$ cat src/rtl/bin_to_bcd_seq_if.sv
// Handshake/result bundle for the sequential binary-to-BCD converter.
// The ovf signal exists only when BIN2BCD_OVF_EN is defined.
interface bin_to_bcd_seq_if #(
  parameter int WIDTH  = 8,
  parameter int DIGITS = 3
);
  logic                  start;
  logic [WIDTH-1:0]      bin;
  logic                  busy;
  logic                  done;
  logic [4*DIGITS-1:0]   bcd;
`ifdef BIN2BCD_OVF_EN
  logic                  ovf;
`endif

  // Requester side: issues operands, observes results
  modport master (
    output start, bin,
`ifdef BIN2BCD_OVF_EN
    input  ovf,
`endif
    input  busy, done, bcd
  );

  // Converter side
  modport slave (
    input  start, bin,
`ifdef BIN2BCD_OVF_EN
    output ovf,
`endif
    output busy, done, bcd
  );
endinterface

$ cat src/rtl/bin_to_bcd_seq.sv
// Sequential binary-to-BCD converter (double dabble, one bit per clock).
// Optional feature macro: BIN2BCD_OVF_EN adds a sticky overflow flag (ovf)
// reporting that a 1 was shifted out of the top BCD digit.
module bin_to_bcd_seq #(
  parameter int WIDTH  = 8,
  parameter int DIGITS = 3
) (
  input  logic clk,
  input  logic rst,
  bin_to_bcd_seq_if.slave bus
);
  localparam int BW = 4 * DIGITS;
  localparam int CW = $clog2(WIDTH + 1);

  typedef enum logic {IDLE, SHIFT} state_t;

  state_t           state, state_nxt;
  logic [BW-1:0]    bcd_work, bcd_corr, bcd_q;
  logic [WIDTH-1:0] bin_work;
  logic [CW-1:0]    cnt;
  logic             done_q;
  logic             accept, last;

  assign accept = (state == IDLE) && bus.start;
  assign last   = (state == SHIFT) && (cnt == CW'(1));

  // Add-3 correction on every digit >= 5, all digits in parallel, pre-shift
  always_comb begin
    bcd_corr = bcd_work;
    for (int k = 0; k < DIGITS; k++) begin
      if (bcd_work[4*k +: 4] >= 4'd5)
        bcd_corr[4*k +: 4] = bcd_work[4*k +: 4] + 4'd3;
    end
  end

  // State register
  always_ff @(posedge clk or posedge rst) begin
    if (rst) state <= IDLE;
    else     state <= state_nxt;
  end

  // Next-state logic: start ignored while shifting, return to IDLE on last bit
  always_comb begin
    state_nxt = state;
    case (state)
      IDLE:    if (bus.start) state_nxt = SHIFT;
      SHIFT:   if (cnt == CW'(1)) state_nxt = IDLE;
      default: state_nxt = IDLE;
    endcase
  end

  // Working register, bit counter and result register
  always_ff @(posedge clk or posedge rst) begin
    if (rst) begin
      bcd_work <= '0;
      bin_work <= '0;
      cnt      <= '0;
      bcd_q    <= '0;
      done_q   <= 1'b0;
    end else begin
      done_q <= last;
      if (accept) begin
        bcd_work <= '0;
        bin_work <= bus.bin;
        cnt      <= CW'(WIDTH);
      end else if (state == SHIFT) begin
        // Top corrected BCD bit falls off; binary MSB enters BCD bit 0
        bcd_work <= {bcd_corr[BW-2:0], bin_work[WIDTH-1]};
        bin_work <= bin_work << 1;
        cnt      <= cnt - CW'(1);
        if (last) bcd_q <= {bcd_corr[BW-2:0], bin_work[WIDTH-1]};
      end
    end
  end

`ifdef BIN2BCD_OVF_EN
  logic ovf_work, ovf_q;

  // Sticky overflow: cleared on accept, set by any 1 leaving the top digit;
  // published alongside bcd on the completion edge
  always_ff @(posedge clk or posedge rst) begin
    if (rst) begin
      ovf_work <= 1'b0;
      ovf_q    <= 1'b0;
    end else if (accept) begin
      ovf_work <= 1'b0;
    end else if (state == SHIFT) begin
      ovf_work <= ovf_work | bcd_corr[BW-1];
      if (last) ovf_q <= ovf_work | bcd_corr[BW-1];
    end
  end

  assign bus.ovf = ovf_q;
`else
  // Without overflow reporting the bit shifted out is simply discarded
  logic unused_top;
  assign unused_top = bcd_corr[BW-1];
`endif

  assign bus.busy = (state == SHIFT);
  assign bus.done = done_q;
  assign bus.bcd  = bcd_q;
endmodule
$ cat src/flat_wrapper.sv
// flat-port wrapper written by rule: the top's interface ports become plain ports
module bin_to_bcd_seq_flat 
#(
  parameter int WIDTH  = 8,
  parameter int DIGITS = 3
)
  (clk, rst, bus_start, bus_bin, bus_busy, bus_done, bus_bcd);
  bin_to_bcd_seq_if #(.WIDTH(WIDTH), .DIGITS(DIGITS)) bus_i ();
  input  logic clk;
  input  logic rst;
  input wire logic [$bits(bus_i.start)-1:0] bus_start;
  input wire logic [$bits(bus_i.bin)-1:0] bus_bin;
  output wire logic [$bits(bus_i.busy)-1:0] bus_busy;
  output wire logic [$bits(bus_i.done)-1:0] bus_done;
  output wire logic [$bits(bus_i.bcd)-1:0] bus_bcd;
  assign bus_i.start = bus_start;
  assign bus_i.bin = bus_bin;
  assign bus_busy = bus_i.busy;
  assign bus_done = bus_i.done;
  assign bus_bcd = bus_i.bcd;
  bin_to_bcd_seq #(.WIDTH(WIDTH), .DIGITS(DIGITS)) u_core (.clk(clk), .rst(rst), .bus(bus_i));
endmodule
$ cat config.mk
export PLATFORM = sky130hd
export DESIGN_NAME = bin_to_bcd_seq_flat
export DESIGN_NICKNAME = d
export VERILOG_FILES = /design/src/rtl/bin_to_bcd_seq_if.sv /design/src/rtl/bin_to_bcd_seq.sv /design/src/flat_wrapper.sv
export SDC_FILE = /design/constraint.sdc
export NUM_CORES = 1
export LEC_CHECK = 0
export ABC_AREA = 1
export BUFFER_PORTS_ARGS = -buffer_cell sky130_fd_sc_hd__buf_4
export CAP_MARGIN = 20
export CORE_ASPECT_RATIO = 1.5
export CORE_MARGIN = 2
export CORE_UTILIZATION = 59
export DETAILED_ROUTE_END_ITERATION = 7
export HOLD_SLACK_MARGIN = 0.03
export PLACE_DENSITY = 0.82
export SYNTH_ARGS = -nofsm -noshare
export SYNTH_HDL_FRONTEND = slang
export SYNTH_SLANG_ARGS = --single-unit
$ cat constraint.sdc
create_clock -name clk -period 3.4 [get_ports clk]
set_input_delay 0.17 -clock clk [delete_from_list [all_inputs] [get_ports clk]]
set_output_delay 0.17 -clock clk [all_outputs]
set_load 0.01 [all_outputs]
==> results of run 1 <==
critical path, stage by stage (launching register included):
cell      delay (ns)
dfrtp_1         0.79
inv_4           0.14
nand2_2         0.25
inv_1           0.21
nand2_1         0.10
o211ai_1        0.08
flip-flops by register name, indices dropped and copies added, names as in the netlist:
signal / flops
u_core.bus.done: 1
u_core.cnt: 4
u_core.bus.busy: 1
u_core.bcd_work: 12
u_core.bin_work: 8
u_core.bus.bcd: 12
layout make-up:
type	count	area (µm²)
flip-flops and latches	38	950.9
fillers	247	823.3
multi-input cells	142	726.9
repair buffers	26	197.7
inverters	27	103.9
clock buffers	7	86.33
well taps	39	48.80
clock inverters	1	5.005
layer usage:
layer,up-vias,GRT usage [%]
met4,0,11.73
li1,747,-
met5,-,0
met2,30,37.99
met3,10,7.407
met1,642,25.35
what timing repair did:
action	in CTS	in global routing
hold buffers	1	0
hold endpoints to repair	38	0
resized for setup	0	0
endpoints found under the setup margin	0	0
synthesized netlist by cell type (all sizes together):
| library cell | number |
|---|---|
| nand2 | 74 |
| dfrtp | 38 |
| inv | 27 |
| nand3 | 22 |
| o21ai | 14 |
| ha | 8 |
| nand4 | 8 |
| buf | 5 |
| nor2 | 5 |
| o221ai | 4 |
| o22ai | 4 |
| o211ai | 2 |
| a21oi | 1 |
| clkbuf | 1 |
through the flow:
stage               power (µW)  setup WS [ns]  instance area (µm²)  util, %
finish                    2079          1.697                 2120    72.02
global route              2276          1.556                 2120    72.02
CTS                       2097          1.696                 2120    72.02
detailed placement        1777          1.708                 2018    68.58
global placement          1744          1.755                 2018    68.58
floorplan                 1487          2.219                 1826        -
worst paths after layout:
kind	endpoint	slack, ns
worst min-delay path	u_core.bin_work[4]	0.1
min in group asynchronous	u_core.cnt[3]	0.55
worst max register to register	u_core.bin_work[1]	1.70
worst max-delay path	u_core.bin_work[1]	1.70
worst min register to register	u_core.bus.bcd[6]	0.48
max in group asynchronous	u_core.bin_work[6]	2.52
cell usage in the layout, fill, tap and decap left out, drive strengths merged:
cell,n
buf,25
ha,8
nand2,74
nand4,8
o221ai,4
clkinv,1
dlygate4sd3,1
clkbuf,7
o211ai,2
o21ai,14
o22ai,4
a21oi,1
nand3,22
inv,27
dfrtp,38
nor2,5
where the power goes:
part / switching [µW] / internal (µW) / total [µW]
sequential: 157 / 663 / 820
combinational: 574 / 372 / 946
clock: 149 / 163 / 313
kinds of logic after synthesis:
logic type	count (synthesis)	synth area share, %
adder cells (fa/ha/maj)	8	5.483
AND/OR/NAND/NOR	109	26.11
buffers and inverters	33	8.088
flip-flops	38	52.09
AO/OA/AOI/OAI	25	8.224
==> flow_summary.toml, run 1 <==
[timing]
clock_skew_ns = 0.006436
fmax_mhz = 587.1
hold_viol_final = 0
period_needed_ns = 1.703
fin_tns_setup_ns = 0
rsz0062_at_grt = "no"
maxSlewHeadroom_pct = 54.01
period_share_pct = 50.09
timing.hold.ws_ns = 0.09973
tightestPinTransition_ns = 0.6899
setup_violations = 0
finalMaxSlewViolations = 0

[route]
ant_nets = 0
wl_per_cell_um = 12.21
post_drt_via_cell_ratio = 5.104
dr_wl_met3_um = 126
postRouteWirelength_um = 3420
top_layer_used = "met4"
dr.pass1.iters = 6
vias = 1429
dr_wl_met2_um = 1741
drc = 1
drt-initial-drc-count = 22
m1WireLength_um = 1465

[yosys]
ys_ff_latch = 38
syn_nets = 232
yosys.area.top_type_share_pct = 52.09
yosys.area.top_type = "dfrtp_1"
yosys.cell_types.count = 22
syn-cell-area_um2 = 1826
ys_seq_area_share_pct = 52.09
synth.area.top_cells = "dfrtp_1 52%, nand2_1 15%, nand3_1 6.0%, ha_1 5.5%, inv_1 5.1%"
ys_warn_count = 0
postSynthCellCount = 213
avgSynthCellArea_um2 = 8.570

[floorplanning]
die-area_um2 = 3564
start_util_pct = 62.03
io-pin-count = 25
core_um2 = 2943
core.rowCount = 24
die_h_um = 72.13
die_width_um = 49.42

[hold_path]
hold_class = "in -> reg"
hold_depth = 3
hold_path.startpoint = "bus_bin[4]"

[setup_path]
worst-path-max-fanout = 19
cp_data_arrival_time_ns = 1.87
worstReg2RegStart = "u_core.bus.busy"
worstSetupStartpointType = "flop"
cp-startpoint = "u_core.bus.busy"
path_class = "reg -> reg"
crit_required_ns = 3.56
r2r_cells = 5
cp-end-kind = "flop"

[pwr]
power_density_nw_per_um2 = 981.0
vdd_drop_max_mv = 0.6603
leakagePower_uw = 0.001110

[placement]
portBuffers = 24
hpwl_um = 2512
place_congestion = 0.9117
place_inst = 271

[clock_tree]
cts_root_buf = "clkbuf_8"
cts.clk_slew.worst_paths_ns = 0.07
clk_latency_ns = 0.29
postCtsSetupRepairBufs = 0
cts_inserted_buffers = 5
cts.sinks = 38
cts_tree = "done"
cts_max_level = 2
cts_buffer_depth = 2

[cells_and_area]
nNetsFinal = 259
n_antenna_cell = 0
drive_above_1_share_pct = 15.35
final_cells = 280
area_delta_synth_final_pct = 16.11

[global_route]
grt_start_max_net_pins = 39
grt_pass1_vias = 1419
grt.overflow.total = 0
grtUsageTotal_pct = 22.52
grt_pass1_wl_um = 6009
antenna_found_initial = 0

[job]
drv_cap = 0

[outcome]
violations = "design-rule violations"
outcome = "complete, but fails checks"
No activity file was read; power rests on OpenSTA's default activity.
==> inputs of run 2 (changes only) <==
CORE_UTILIZATION = 56   (was 59)
PLACE_DENSITY = 0.78   (was 0.82)
clock period = 1.75 ns   (was 3.4 ns; I/O delays follow)
==> run 2 against run 1 <==
  * The flow now finishes without violations
  * Sequential power is 93% higher
  * Non-clock buffer count grew 11
  * Flip-flop and latch count did not move
  * Critical path type unchanged
  * Clock power is 97% higher
  * Largest power group unchanged
  * Clock skew is 0.0016 ns lower
  * Worst hold slack improved by 0.081 ns
==> flow_summary.toml, run 2 (same netlist as run 1, synthesis figures left out) <==
[setup_path]
cp_data_arrival_time_ns = 1.58
critical_path.top_delay_family = "simple AND/OR/NAND/NOR gates"
r2r-end = "u_core.bcd_work[5]"
cpPeakStageDelay_ns = 0.44
worstSetupStartpointType = "flop"
cp_num_cells = 8
critPathBufInv = 2
crit_required_ns = 1.93
path_class = "reg -> reg"
worst-path-max-fanout = 5
crit_slowest_cell = "dfrtp_1"
r2r_cells = 8
cp-end-kind = "flop"
cp_common_cell = "nand2_1"
rrSetupSlack_ns = 0.36
worstReg2RegStart = "u_core.bcd_work[4]"
crit_path_cell_trace = "inv_1, ha_1, inv_1, nand2_1, nand3_1, nand2_1, nand3_1, nand2_1"

[global_route]
antenna_found_initial = 0
grt_pass1_wl_um = 6506
grt_pass1_vias = 1508
grt_start_max_net_pins = 39
grtUsageTotal_pct = 23.44
grt.overflow.total = 0

[floorplanning]
core_um2 = 3128
io-pin-count = 25
die_width_um = 50.62
die-area_um2 = 3742
core.rowCount = 25
die_h_um = 73.93
start_util_pct = 58.36

[cells_and_area]
design_area_um2 = 2223
final_cell_mix = "73 x nand2_1, 38 x dfrtp_1, 28 x buf_4, 25 x inv_1, 22 x nand3_1"
area_delta_synth_final_pct = 21.80
drive_above_1_share_pct = 15.87
utilization_pct = 71.08
layout_commonest_cell = "nand2_1"
n_antenna_cell = 0
nNetsFinal = 270

[route]
ant_nets = 0
dr.pass1.iters = 4
post_drt_via_cell_ratio = 5.305
vias = 1549
postRouteWirelength_um = 3691
drt-initial-drc-count = 55
drc = 0
wl_per_cell_um = 12.64

[clock_tree]
cts_buffer_depth = 2
postCtsSetupRepairBufs = 0
cts_inserted_buffers = 5
clk_latency_ns = 0.29
cts.sinks = 38
cts_resized = 0
cts_root_buf = "clkbuf_8"
cts_tree = "done"
cts.clk_slew.worst_paths_ns = 0.07
cts_hold_buf = 9
cts_max_level = 2

[timing]
hold_viol_final = 0
finalMaxSlewViolations = 0
tightestPinTransition_ns = 0.4627
maxSlewHeadroom_pct = 69.15
period_needed_ns = 1.393
fmax_mhz = 718.1
clock_skew_ns = 0.004804
setup_violations = 0
fin_tns_setup_ns = 0
period_share_pct = 79.58
rsz0062_at_grt = "no"

[job]
drv_cap = 0

[pwr]
leakagePower_uw = 0.001156
power_density_nw_per_um2 = 1843
vdd_drop_max_mv = 1.019

[placement]
placed_cell_area_um2 = 2042
portBuffers = 24
place_congestion = 0.8853
hpwl_um = 2629

[outcome]
outcome = "complete, no violations"

[hold_path]
hold_class = "in -> reg"
holdPathEnd = "u_core.cnt[2]"
hold_depth = 4
hold_path.startpoint = "bus_start"
==> run 2: cell count changes in the layout (fill, tap and decap cells not counted), sizes merged <==
cell / change
dlygate4sd3: +8
buf: +3
==> run 2: layout make-up <==
type                            instances  area [µm²]
Sequential cell                        38       950.9
Fill cell                             254       904.6
Multi-Input combinational cell        142       726.9
Timing Repair Buffer                   37       300.3
Inverter                               27       103.9
Clock buffer                            7       86.33
Tap cell                               40       50.05
Clock inverter                          1       5.005
==> run 2: where the power goes <==
part | total, µW | leakage (µW) | switching [µW] | internal (µW)
Clock | 616 | 0.0000482 | 299 | 318
Sequential | 1580 | 0.000473 | 288 | 1290
Combinational | 1900 | 0.000635 | 1140 | 761
==> run 2: how the worst max path moves through the flow <==
| stage | from | end |
|---|---|---|
| after floorplan | u_core.bcd_work[4] | u_core.bcd_work[5] |
| after global placement | u_core.bcd_work[4] | u_core.bcd_work[5] |
| after detailed placement | u_core.bcd_work[4] | u_core.bcd_work[5] |
| after CTS | u_core.bcd_work[4] | u_core.bcd_work[5] |
| after global routing | u_core.bcd_work[4] | u_core.bcd_work[5] |
| final | u_core.bcd_work[4] | u_core.bcd_work[5] |
==> run 2: routing by layer <==
metal	track usage [%]	vias to the layer above	wire length, µm
li1	-	772	-
met1	27.02	731	1538
met2	40.79	37	1917
met3	5.894	9	141
met4	10.81	0	93
met5	0	-	0
==> run 2: worst reg2reg max path, cell delays in order (launching register included) <==
cell     delay (ns)
dfrtp_1        0.44
inv_1          0.10
ha_1           0.22
inv_1          0.05
nand2_1        0.08
nand3_1        0.16
nand2_1        0.09
nand3_1        0.08
nand2_1        0.06
==> run 2: stage by stage <==
step | total power, µW | hold WS, ns | setup WS, ns | instances
after floorplan | 2889 | 0.2141 | 0.5685 | 213
after global placement | 3413 | 0.2280 | 0.3874 | 275
after detailed placement | 3480 | 0.2388 | 0.3901 | 275
after CTS | 4122 | 0.1751 | 0.3574 | 292
after global routing | 4484 | 0.2117 | 0.2210 | 292
final | 4098 | 0.1810 | 0.3574 | 292
==> inputs of run 3 (changes only) <==
CORE_UTILIZATION = 51   (was 56)
PLACE_DENSITY = 0.75   (was 0.78)
clock period = 1.25 ns   (was 1.75 ns; I/O delays follow)
==> run 3 against run 2 <==
  * The flow now finishes with violations (negative setup slack)
  * Worst hold slack improved by 0.0046 ns
  * Worst setup slack worse by 0.36 ns
  * Non-clock buffer count grew 17
  * Via count increased by 5.4%
  * Cell count rose by 6.2%
  * Core utilization up 1.4 points
  * Wire length increased by 17%
  * Critical path depth fell by 1
  * Clock skew is 0.0016 ns higher
  * Power is 59% higher
  * Design area rose by 11%
  * Critical path type unchanged
  * Largest power group unchanged
==> flow_summary.toml, run 3 (same netlist as run 1, synthesis figures left out) <==
[pwr]
leakagePower_uw = 0.001257
total_power_uw = 6523
power_density_nw_per_um2 = 2636
vdd_drop_max_mv = 1.646

[job]
drv_cap = 0

[setup_path]
crit_slowest_cell = "dfrtp_1"
r2r_cells = 7
crit_path_cell_trace = "inv_2, ha_4, inv_1, nand2_2, nand4_1, nand3_1, nand2_1"
cpPeakStageDelay_ns = 0.40
path_class = "reg -> reg"
worstSetupStartpointType = "flop"
cp-end-kind = "flop"
crit_required_ns = 1.43
cp_data_arrival_time_ns = 1.44
worst-path-max-fanout = 4
worstReg2RegStart = "u_core.bcd_work[1]"
r2r-end = "u_core.bus.bcd[2]"
rrSetupSlack_ns = -0.006

[timing]
hold_viol_final = 0
rsz0062_at_grt = "yes"
tightestPinTransition_ns = 0.4734
period_share_pct = 100.5
setup_violations = 1
clock_skew_ns = 0.006410
finalMaxSlewViolations = 0
fin_tns_setup_ns = -0.005694
maxSlewHeadroom_pct = 68.44
fmax_mhz = 796.4
fin_ws_ns = -0.005694
period_needed_ns = 1.256

[clock_tree]
cts_root_buf = "clkbuf_8"
cts_inserted_buffers = 5
cts_max_level = 2
cts.sinks = 38
cts_tree = "done"
clk_latency_ns = 0.29
cts_buffer_depth = 2
cts.clk_slew.worst_paths_ns = 0.07

[global_route]
grt_pass1_wl_um = 7051
grt.overflow.total = 0
grt_start_max_net_pins = 39
grtUsageTotal_pct = 23.20
antenna_found_initial = 0
grt_pass1_vias = 1615

[cells_and_area]
design_area_um2 = 2475
fill_cells = 252
drive_above_1_share_pct = 30.60
layout_commonest_cell = "nand2_1"
final_cells = 310
final_cell_mix = "64 x nand2_1, 43 x buf_4, 37 x dfrtp_1, 19 x nand3_1, 17 x inv_1"
n_antenna_cell = 0
nNetsFinal = 287
area_delta_synth_final_pct = 35.57
utilization_pct = 72.45

[route]
postRouteWirelength_um = 4306
drc = 0
post_drt_via_cell_ratio = 5.268
vias = 1633
wl_per_cell_um = 13.89
drt-initial-drc-count = 50
ant_nets = 0
dr.pass1.iters = 4

[floorplanning]
core_um2 = 3416
die-area_um2 = 4084
die_h_um = 77.28
start_util_pct = 53.44
io-pin-count = 25
die_width_um = 52.85
core.rowCount = 26

[placement]
placed_cell_area_um2 = 2127
hpwl_um = 2724
place_inst = 288
place_congestion = 0.8228
portBuffers = 24

[outcome]
outcome = "complete, but fails checks"
violations = "negative setup slack"

[hold_path]
hold_path.startpoint = "bus_start"
hold_class = "in -> reg"
hold_depth = 4
holdPathEnd = "u_core.cnt[2]"
[run 3: layer usage]
metal	track usage (%)	routed length [µm]
met3	4.864	112
met4	11.54	121
met1	27.28	1737
met2	38.63	2335
met5	0	0
[run 3: cell type report]
type	count	area (µm²)	share of cell area, %
flip-flops and latches	38	952.2	38.47
multi-input cells	142	824.5	33.32
repair buffers	54	457.9	18.50
inverters	27	108.9	4.398
clock buffers	5	68.82	2.781
well taps	42	52.55	2.123
clock inverters	2	10.01	0.4044
[run 3: worst max-delay path by stage]
stage | startpoint | to
global route | u_core.bcd_work[0] | u_core.bcd_work[2]
CTS | u_core.bus.busy | bus_busy
detailed placement | u_core.bcd_work[1] | u_core.bus.bcd[1]
finish | u_core.bcd_work[1] | u_core.bus.bcd[2]
floorplan | u_core.bcd_work[4] | u_core.bcd_work[5]
global placement | u_core.bcd_work[4] | u_core.bcd_work[6]
[run 3: stage by stage]
step | hold slack, ns | worst slack, ns
floorplan | 0.1891 | 0.06850
global placement | 0.2112 | 0.003909
detailed placement | 0.2221 | -0.04809
CTS | 0.1581 | 0.0004813
global route | 0.2463 | -0.04434
finish | 0.1857 | -0.005694
[run 3: worst max-delay path, delay by kind of cell, from the launching register on]
family / cells / cell delay (ns)
simple gates: 4 / 0.47
fa+ha+maj: 1 / 0.14
buf+inv: 2 / 0.14
flops: 1 / 0.40
[run 3: repair_timing]
| item | in CTS | in global routing |
|---|---|---|
| cloned | 0 | 1 |
| hold buffers | 9 | 0 |
| endpoints found under the hold margin | 46 | 0 |
| setup endpoints to repair | 16 | 33 |
| setup buffers | 1 | 4 |
| pin swaps | 1 | 8 |
| gates resized for setup | 6 | 36 |
[run 3: report_power, final]
group / switching, µW / internal, µW
registers: 419 / 1810
clock network: 434 / 375
logic: 1930 / 1560
